## config.mk

```make
export PLATFORM = sky130hd
export DESIGN_NAME = bcd_to_bin
export DESIGN_NICKNAME = d
export VERILOG_FILES = /design/src/rtl/bcd_pkg.sv /design/src/rtl/bcd_to_bin_sub3.sv /design/src/rtl/bcd_to_bin.sv
export SDC_FILE = /design/constraint.sdc
export NUM_CORES = 1
export LEC_CHECK = 0
export BUFFER_PORTS_ARGS = -buffer_cell sky130_fd_sc_hd__buf_2
export CAP_MARGIN = 20
export CORE_UTILIZATION = 58
export CTS_BUF_LIST = sky130_fd_sc_hd__clkbuf_4
export DETAILED_ROUTE_END_ITERATION = 10
export PLACE_DENSITY = 0.81
export RECOVER_POWER = 50
export SKIP_LAST_GASP = 1
export SYNTH_ARGS = -nofsm -noshare
export SYNTH_HDL_FRONTEND = slang
export SYNTH_SLANG_ARGS = --single-unit
```

## constraint.sdc

```tcl
create_clock -name CLOCK_50 -period 1.8 [get_ports CLOCK_50]
set_input_delay 0.09 -clock CLOCK_50 [delete_from_list [all_inputs] [get_ports CLOCK_50]]
set_output_delay 0.09 -clock CLOCK_50 [all_outputs]
set_load 0.01 [all_outputs]
```

## src/rtl/bcd_pkg.sv

```systemverilog
// Shared definitions for the BCD-to-binary converter: FSM states,
// digit width, the reverse double-dabble correction constants, and a
// digit-validity helper.
package bcd_pkg;

  typedef enum logic [1:0] {
    IDLE  = 2'd0,
    SHIFT = 2'd1,
    DONE  = 2'd2
  } state_t;

  localparam int         DIG_W       = 4;
  localparam logic [3:0] CORR_THRESH = 4'd8;
  localparam logic [3:0] CORR_VAL    = 4'd3;

  // A BCD digit is only legal in the range 0..9.
  function automatic logic digit_bad(input logic [3:0] d);
    return (d > 4'd9);
  endfunction

endpackage

```

## src/rtl/bcd_to_bin_sub3.sv

```systemverilog
// sub3: reverse double-dabble correction cell, the inverse of the add3 cell
// in the binary-to-BCD path. Values 8..15 have 3 subtracted (mod 16).
module sub3
  import bcd_pkg::*;
(
  input  logic [DIG_W-1:0] i_d,
  output logic [DIG_W-1:0] o_d
);

  assign o_d = (i_d >= CORR_THRESH) ? (i_d - CORR_VAL) : i_d;

endmodule

```

## src/rtl/bcd_to_bin.sv

```systemverilog
// bcd_to_bin: sequential BCD-to-binary converter using reverse double-dabble,
// one right shift plus per-digit subtract-3 correction per clock.
// Optional feature macro: BCD2BIN_ERR_CHECK_EN (rejects digits > 9 at
// acceptance with err=1, bin_out=0 and a one-cycle path to DONE).
module bcd_to_bin
  import bcd_pkg::*;
#(
  parameter int NDIG = 3,
  parameter int BW   = 10
) (
  input  logic                  CLOCK_50,
  input  logic                  RST,
  input  logic                  start,
  input  logic [4*NDIG-1:0]     bcd_in,
  output logic                  ready,
  output logic                  busy,
  output logic                  done,
  output logic [BW-1:0]         bin_out,
  output logic                  err
);

  localparam int DW = DIG_W * NDIG;
  localparam int CW = (BW > 1) ? $clog2(BW) : 1;
  localparam logic [CW-1:0] CNT_LAST = CW'(BW - 1);

  state_t          r_state, w_state;
  logic [DW-1:0]   r_digits, w_digits;
  logic [BW-1:0]   r_bin, w_bin;
  logic [CW-1:0]   r_cnt, w_cnt;
  logic [BW-1:0]   r_bin_out, w_bin_out;
  logic            r_err, w_err;
  logic            r_ready, r_busy, r_done;

  logic [DW-1:0]   w_sh_digits;
  logic [DW-1:0]   w_cor_digits;
  logic [BW-1:0]   w_sh_bin;
  logic            w_bad;

  // The ONES LSB falls out of the digit register into the binary MSB.
  assign w_sh_digits = {1'b0, r_digits[DW-1:1]};
  assign w_sh_bin    = {r_digits[0], r_bin[BW-1:1]};

  genvar g;
  generate
    for (g = 0; g < NDIG; g++) begin : g_corr
      sub3 u_sub3 (
        .i_d (w_sh_digits[g*DIG_W +: DIG_W]),
        .o_d (w_cor_digits[g*DIG_W +: DIG_W])
      );
    end
  endgenerate

`ifdef BCD2BIN_ERR_CHECK_EN
  // Flag any non-BCD digit on the incoming request.
  always_comb begin
    w_bad = 1'b0;
    for (int i = 0; i < NDIG; i++) begin
      if (digit_bad(bcd_in[i*DIG_W +: DIG_W])) begin
        w_bad = 1'b1;
      end else begin
        w_bad = w_bad;
      end
    end
  end
`else
  assign w_bad = 1'b0;
`endif

  // Next-state and datapath update for the IDLE/SHIFT/DONE sequence.
  always_comb begin
    w_state   = r_state;
    w_digits  = r_digits;
    w_bin     = r_bin;
    w_cnt     = r_cnt;
    w_bin_out = r_bin_out;
    w_err     = r_err;
    case (r_state)
      IDLE: begin
        if (start) begin
          w_digits = bcd_in;
          w_bin    = '0;
          if (w_bad) begin
            w_bin_out = '0;
            w_err     = 1'b1;
            w_state   = DONE;
          end else begin
            w_err   = 1'b0;
            w_cnt   = '0;
            w_state = SHIFT;
          end
        end else begin
          w_state = IDLE;
        end
      end
      SHIFT: begin
        w_digits = w_cor_digits;
        w_bin    = w_sh_bin;
        if (r_cnt == CNT_LAST) begin
          // Digit register is all zero here; the binary register is final.
          w_bin_out = w_sh_bin;
          w_state   = DONE;
        end else begin
          w_cnt = r_cnt + CW'(1);
        end
      end
      DONE: begin
        w_state = IDLE;
      end
      default: begin
        w_state = IDLE;
      end
    endcase
  end

  // State, datapath and registered status outputs.
  always_ff @(posedge CLOCK_50 or posedge RST) begin
    if (RST) begin
      r_state   <= IDLE;
      r_digits  <= '0;
      r_bin     <= '0;
      r_cnt     <= '0;
      r_bin_out <= '0;
      r_err     <= 1'b0;
      r_ready   <= 1'b1;
      r_busy    <= 1'b0;
      r_done    <= 1'b0;
    end else begin
      r_state   <= w_state;
      r_digits  <= w_digits;
      r_bin     <= w_bin;
      r_cnt     <= w_cnt;
      r_bin_out <= w_bin_out;
      r_err     <= w_err;
      r_ready   <= (w_state == IDLE);
      r_busy    <= (w_state == SHIFT);
      r_done    <= (w_state == DONE);
    end
  end

  assign ready   = r_ready;
  assign busy    = r_busy;
  assign done    = r_done;
  assign bin_out = r_bin_out;
  assign err     = r_err;

endmodule

```

==> results.txt, run 1 <==
outcome - finished, final reports clean
Die Y - 58.51 um
deepest clock path buffer count - 2
post_cts resized - 0
CTS tree - yes
Highest Clock Rate - 636.8 MHz
Area contributors post-synth - dfrtp_1, mux2_4, mux2i_1, a22o_1, ha_1
hold_ws - 0.03443 ns
WL final - 3316 um
most frequent cell after synthesis - dfrtp_1
CP startpoint - r_cnt[1]
crit-path leading delay family - flip-flops
Worst Path Arrival - 1.82 ns
crit-path cells - inv_1, ha_1, nand3b_1, nor2_4, buf_12, mux2_2
cts bufs inserted - 5
Cell Area, Synth - 0.001852 mm2
worst skew pair latency - 0.35 ns
power density cells - 1677 mW/mm2
sequential element share of the synthesized area - 54.12%
dominant synthesized flop cell - dfrtp_1
wire length per cell - 14.35 um
Setup TNS - 0 ns
pin count of the biggest net entering global routing - 41
CORE AREA - 0.003053 mm2
RSZ-0062 raised after global routing - no
DP HPWL - 2321 um
Slowest cell on crit path - dfrtp_1
peak supply drop - 0.6769 mV
crit path launch type - register
count of final hold-check violations - 0
r2r setup slk - 0.23 ns
hold crit path type - input port to register
routability cong. - 0.7670
routed vias/inst - 5.494
layout cells sized above 1 - 26.20%
Final Cell Area - 0.002116 mm2
Worst Clk Skew - 0.01098 ns
Slew HR - 35.79%
DRC viols - 0
clock-pin transition on the worst setup and hold timing paths - 0.13 ns
Mapped Cells - 151
Cell Rows - 20
worst reg2reg path startpoint - r_cnt[1]
Syn Nets - 172
Final Setup Violations - 0
global-route wire length before repair - 5506 um
Power, Total - 3548 uW
I/O Buffers - 27
CP Max Fanout - 8
vias in the first global route - 1219
P_leak - 0.001046 uW
Critical Path End Type - register
Layout fillers - 252
Post-synth EDFFs - 0
Yosys top cell area share - 52.70%
Overflow after GRT - 0
Async SR Flop Fraction - 100.0%
Finished Core Util - 69.30%
max-slew violation count - 0
Yosys warning count - 0
worst slew pin tran - 0.9631 ns
area delta synth->final - 14.26%
Antenna Violating Nets Remaining - 0
Unique masters post-synth - 33
IO Pins - 29
hold_sp - bcd_in[8]
vias - 1269
Required @ worst endpoint - 2.05 ns
Max-cap violations - 0
Yosys reg bits - 40
Pre-antenna DRT Iters - 4
die width - 58.51 um
slowest stage delay, CP - 0.42 ns
diodes inserted - 0
initial core utilization - 60.66%
Total GRT Usage - 21.70%
nets - 207
minimum clock period - 1.570 ns
DRT iter0 DRCs - 31
H-tree levels - 2
area leader, netlist - dfrtp_1
initial antenna violation count - 0
CTS Sinks - 40
Crit Path Category - register to register
syn avg cell area - 12.26 um2
Clock Root Buffer - clkbuf_4
Placed Area - 0.002022 mm2
full die area - 0.003423 mm2
Tcrit/Tclk final - 87.25%
CP bufs+invs - 2
synth cell count leaders - dfrtp_1, nand2_1, a22o_1, mux2_4
-- report_power, final --
part | total, uW | internal [uW] | switching, uW
logic | 1490 | 782 | 711
clock network | 450 | 147 | 303
registers | 1610 | 1280 | 323
total | 3550 | 2210 | 1340
-- flip-flops by register name (all words and copies together), names as in the netlist --
register,cells
bin_out,10
busy,1
done,1
r_bin,9
r_cnt,4
r_digits,12
r_state,2
ready,1
-- placed cells by master, fill, tap and decap left out, drive strengths merged --
cell type and instances:
nand3b 1, nor2b 4, clkinvlp 2, o311ai 1
o21bai 1, inv 8, and2b 2, nand3 4
dlygate4sd3 2, mux2i 8, ha 6, clkinv 1
o21ai 7, conb 1, or3 1, nand2b 3
mux2 10, a2bb2oi 2, buf 28, nand2 12
a22o 9, clkbuf 12, and3b 1, xnor2 2
a32o 1, a21oi 6, o211a 2, a22oi 3
nor2 2, dfstp 1, dfrtp 39, o22ai 3
xor2 2
-- worst register-to-register path, stage by stage (launching register included) --
cell	delay, ns
dfrtp_1	0.42
inv_1	0.08
ha_1	0.16
nand3b_1	0.16
nor2_4	0.16
buf_12	0.14
mux2_2	0.33
-- cell families (layout without fill, tap and decap cells) --
family,after synthesis,in the layout,synth area share [%]
adders and majority gates,6,6,4.054
buffers and inverters,17,53,5.135
AOI/OAI and AO/OA,35,35,13.65
DFF,40,40,54.12
muxes,18,18,12.23
xor gates and xnor gates,4,4,1.892
and+or+nand+nor,30,30,8.716
other,1,1,0.2025
-- path summary, 6_finish.rpt --
| kind | end | cells after the start |
|---|---|---|
| max | bin_out[8] | 6 |
| min | r_digits[8] | 3 |
| max reg2reg | bin_out[8] | 6 |
| min reg2reg | r_digits[11] | 1 |
| max in group asynchronous | r_digits[6] | 4 |
| min in group asynchronous | r_cnt[3] | 4 |
-- area by class of cell --
cell class | instances | area (um2) | share of cell area [%]
multi-input cells | 94 | 754.5 | 35.66
flip-flops and latches | 40 | 1002 | 47.37
clock inverters | 3 | 18.77 | 0.8870
well taps | 44 | 55.05 | 2.602
repair buffers | 37 | 217.7 | 10.29
inverters | 8 | 30.03 | 1.419
clock buffers | 5 | 37.54 | 1.774
-- per-layer routing --
layer	routed length (um)	global-route usage (%)	vias up
li1	-	-	599
met1	1541	27.68	640
met2	1620	35.30	25
met3	102	5.934	5
met4	51	8.503	0
met5	0	0	-
-- what timing repair did --
action | CTS | global route
endpoints found under the setup margin | 0 | 1
buffers inserted | 0 | 2
endpoints found under the hold margin | 40 | 0
hold buffers | 2 | 0
-- metrics by stage --
stage	worst slack (ns)	std cells
2_1_floorplan	0.3447	151
3_3_place_gp	0.1645	219
4_1_cts	0.06264	229
6_report	0.2295	231
3_5_place_dp	0.1015	219
5_1_grt	0.1492	231
Note: power is estimated with default switching activity, not from simulation.
==> inputs of run 2 (changes only) <==
- ABC_AREA: default -> 1
- PLACE_DENSITY: 0.81 -> 0.82
==> results.txt, run 2 <==
cts bufs inserted - 5 (unchanged)
Simple-Gate Fraction of Synth Area - 15.81% (was 8.716%)
Largest Register - r_digits (unchanged)
CTS tree - yes (unchanged)
Highest Clock Rate - 660.3 MHz (was 636.8 MHz)
Antenna Violating Nets Remaining - 0 (unchanged)
count of final hold-check violations - 0 (unchanged)
Mapped Cells - 198 (was 151)
Setup TNS - 0 ns (unchanged)
WL final - 3353 um (was 3316 um)
Required @ worst endpoint - 2.09 ns (was 2.05 ns)
syn avg cell area - 9.074 um2 (was 12.26 um2)
Placed Cells - 251 (was 219)
Worst Clk Skew - 0.008947 ns (was 0.01098 ns)
Largest register FFs - 12 (unchanged)
dominant synthesized flop cell - dfrtp_1 (unchanged)
Pre-antenna DRT Iters - 8 (was 4)
initial antenna violation count - 0 (unchanged)
Crit Path Category - register to register (unchanged)
wire length per cell - 12.85 um (was 14.35 um)
Overflow after GRT - 0 (unchanged)
Post-synth EDFFs - 0 (unchanged)
die width - 57.66 um (was 58.51 um)
DP HPWL - 2359 um (was 2321 um)
hold_ws - 0.01440 ns (was 0.03443 ns)
nets - 250 (was 207)
Final Setup Violations - 0 (unchanged)
commonest non-fill, non-tap cell in the layout - nand2_1 (was dfrtp_1)
routed vias/inst - 5.479 (was 5.494)
Total GRT Usage - 23.18% (was 21.70%)
Cell Area, Synth - 0.001797 mm2 (was 0.001852 mm2)
routability cong. - 0.7592 (was 0.7670)
Yosys top cell area share - 54.32% (was 52.70%)
Tcrit/Tclk final - 84.14% (was 87.25%)
max-slew violation count - 0 (unchanged)
CORE AREA - 0.002853 mm2 (was 0.003053 mm2)
Unique masters post-synth - 24 (was 33)
power density cells - 1680 mW/mm2 (was 1677 mW/mm2)
Max-cap violations - 0 (unchanged)
I/O Buffers - 27 (unchanged)
Syn Nets - 219 (was 172)
deepest clock path buffer count - 2 (unchanged)
Clock Root Buffer - clkbuf_4 (unchanged)
most frequent cell after synthesis - nand2_1 (was dfrtp_1)
full die area - 0.003324 mm2 (was 0.003423 mm2)
crit path launch type - register (unchanged)
worst slew pin tran - 0.9388 ns (was 0.9631 ns)
Yosys reg bits - 40 (unchanged)
vias in the first global route - 1332 (was 1219)
area delta synth->final - 11.63% (was 14.26%)
Yosys warning count - 0 (unchanged)
layout cells sized above 1 - 16.52% (was 26.20%)
fin cells - 261 (was 231)
minimum clock period - 1.514 ns (was 1.570 ns)
CP Max Fanout - 22 (was 8)
P_leak - 0.001039 uW (was 0.001046 uW)
main combinational cell family by area after synthesis - simple AND/OR/NAND/NOR gates (was compound AO/OA/AOI/OAI gates)
global-route wire length before repair - 5782 um (was 5506 um)
Power, Total - 3370 uW (was 3548 uW)
Slew HR - 37.41% (was 35.79%)
mux contribution to synthesized area - 0% (was 12.23%)
vias - 1430 (was 1269)
violated checks - design-rule violations
H-tree levels - 2 (unchanged)
RSZ-0062 raised after global routing - no (unchanged)
XOR/XNOR Fraction of Synth Area - 0.4875% (was 1.892%)
Post-Synth Adder-Cell Area - 4.178% (was 4.054%)
IO Pins - 29 (unchanged)
CTS Sinks - 40 (unchanged)
peak supply drop - 0.9250 mV (was 0.6769 mV)
hold crit path type - input port to register (unchanged)
DRT iter0 DRCs - 56 (was 31)
pin count of the biggest net entering global routing - 41 (unchanged)
Worst Path Arrival - 1.80 ns (was 1.82 ns)
sequential element share of the synthesized area - 55.78% (was 54.12%)
area leader, netlist - dfrtp_1 (unchanged)
synth cell count leaders - nand2_1, dfrtp_1, inv_1, nor2_1, o22ai_1 (was dfrtp_1, nand2_1, a22o_1, mux2_4)
Compound-Gate Fraction of Synth Area - 15.11% (was 13.65%)
post_cts resized - 0 (unchanged)
Cell Rows - 19 (was 20)
Critical Path End Type - register (unchanged)
worst skew pair latency - 0.34 ns (was 0.35 ns)
DRC viols - 1 (was 0)
initial core utilization - 62.98% (was 60.66%)
diodes inserted - 0 (unchanged)
Die Y - 57.66 um (was 58.51 um)
clock-pin transition on the worst setup and hold timing paths - 0.11 ns (was 0.13 ns)
Async SR Flop Fraction - 100.0% (unchanged)
Area contributors post-synth - dfrtp_1, nand2_1, inv_1, o22ai_1, ha_1 (was dfrtp_1, mux2_4, mux2i_1, a22o_1, ha_1)
outcome - finished, violations left (was finished, final reports clean)
commonest cells after routing, fill and taps aside - nand2_1, dfrtp_1, inv_1 (was dfrtp_1, buf_2, nand2_1)
==> run 2: cell types whose count changed after synthesis, sizes merged, moves of 10 or more <==
cell	change
nand2	+32
inv	+18
o21ai	+15
nor2	+14
o22ai	+12
mux2	-10
==> run 2: area by class of cell <==
| cell class | count | area, um2 |
|---|---|---|
| well taps | 31 | 38.79 |
| clock inverters | 1 | 3.754 |
| clock buffers | 7 | 52.55 |
| fillers | 230 | 847.1 |
| flip-flops and latches | 40 | 1002 |
| multi-input cells | 124 | 643.1 |
| inverters | 26 | 97.59 |
| repair buffers | 32 | 167.7 |
==> run 2: critical path: stages (launching register included) <==
cell     delay, ns
dfrtp_1       0.43
inv_1         0.13
nand2_2       0.11
nand2_2       0.32
inv_1         0.22
nor2_1        0.13
nand2_1       0.07
nand2_1       0.05
==> run 2: worst paths after layout <==
kind                                 to        from  cells after the start  slack [ns]
max in group asynchronous          busy         RST                      4        0.64
setup / recovery            r_digits[2]  r_state[1]                      7        0.29
hold reg to reg              bin_out[3]  bin_out[3]                      2        0.49
setup reg to reg            r_digits[2]  r_state[1]                      7        0.29
hold / removal             r_digits[11]  bcd_in[11]                      3        0.01
min in group asynchronous    bin_out[9]         RST                      4        0.57
==> run 2: cells by family (layout without fill, tap and decap cells) <==
logic type | Yosys count | count (layout)
AND/OR/NAND/NOR | 69 | 69
AO/OA/AOI/OAI | 47 | 47
flip-flops | 40 | 40
buffers and inverters | 34 | 66
adder cells (fa/ha/maj) | 6 | 6
other | 1 | 1
XOR/XNOR | 1 | 1
==> run 2: timing repair <==
item                      in CTS  in global routing
buffers inserted               0                  0
hold endpoints to repair      40                  0
hold buffers                   2                  0
==> run 2: stage by stage <==
step | util (%) | area (um2) | worst slack [ns]
after global placement | 67.98 | 1939 | 0.4275
after floorplan | - | 1797 | 0.5414
final | 70.31 | 2006 | 0.2856
after detailed placement | 67.98 | 1939 | 0.3314
after CTS | 70.66 | 2016 | 0.2887
after global routing | 70.31 | 2006 | 0.1392
==> run 2: where the power goes <==
group | internal (uW) | switching [uW]
Combinational | 543 | 867
Clock | 180 | 262
Sequential | 1280 | 236
==> run 2: per-layer routing <==
layer | global-route usage, % | up-vias | share of wire [%]
li1 | - | 703 | -
met1 | 29.47 | 663 | 44
met2 | 38.70 | 52 | 48
met3 | 6.473 | 12 | 6.1
met4 | 7.823 | 0 | 2.3
met5 | 0 | - | 0
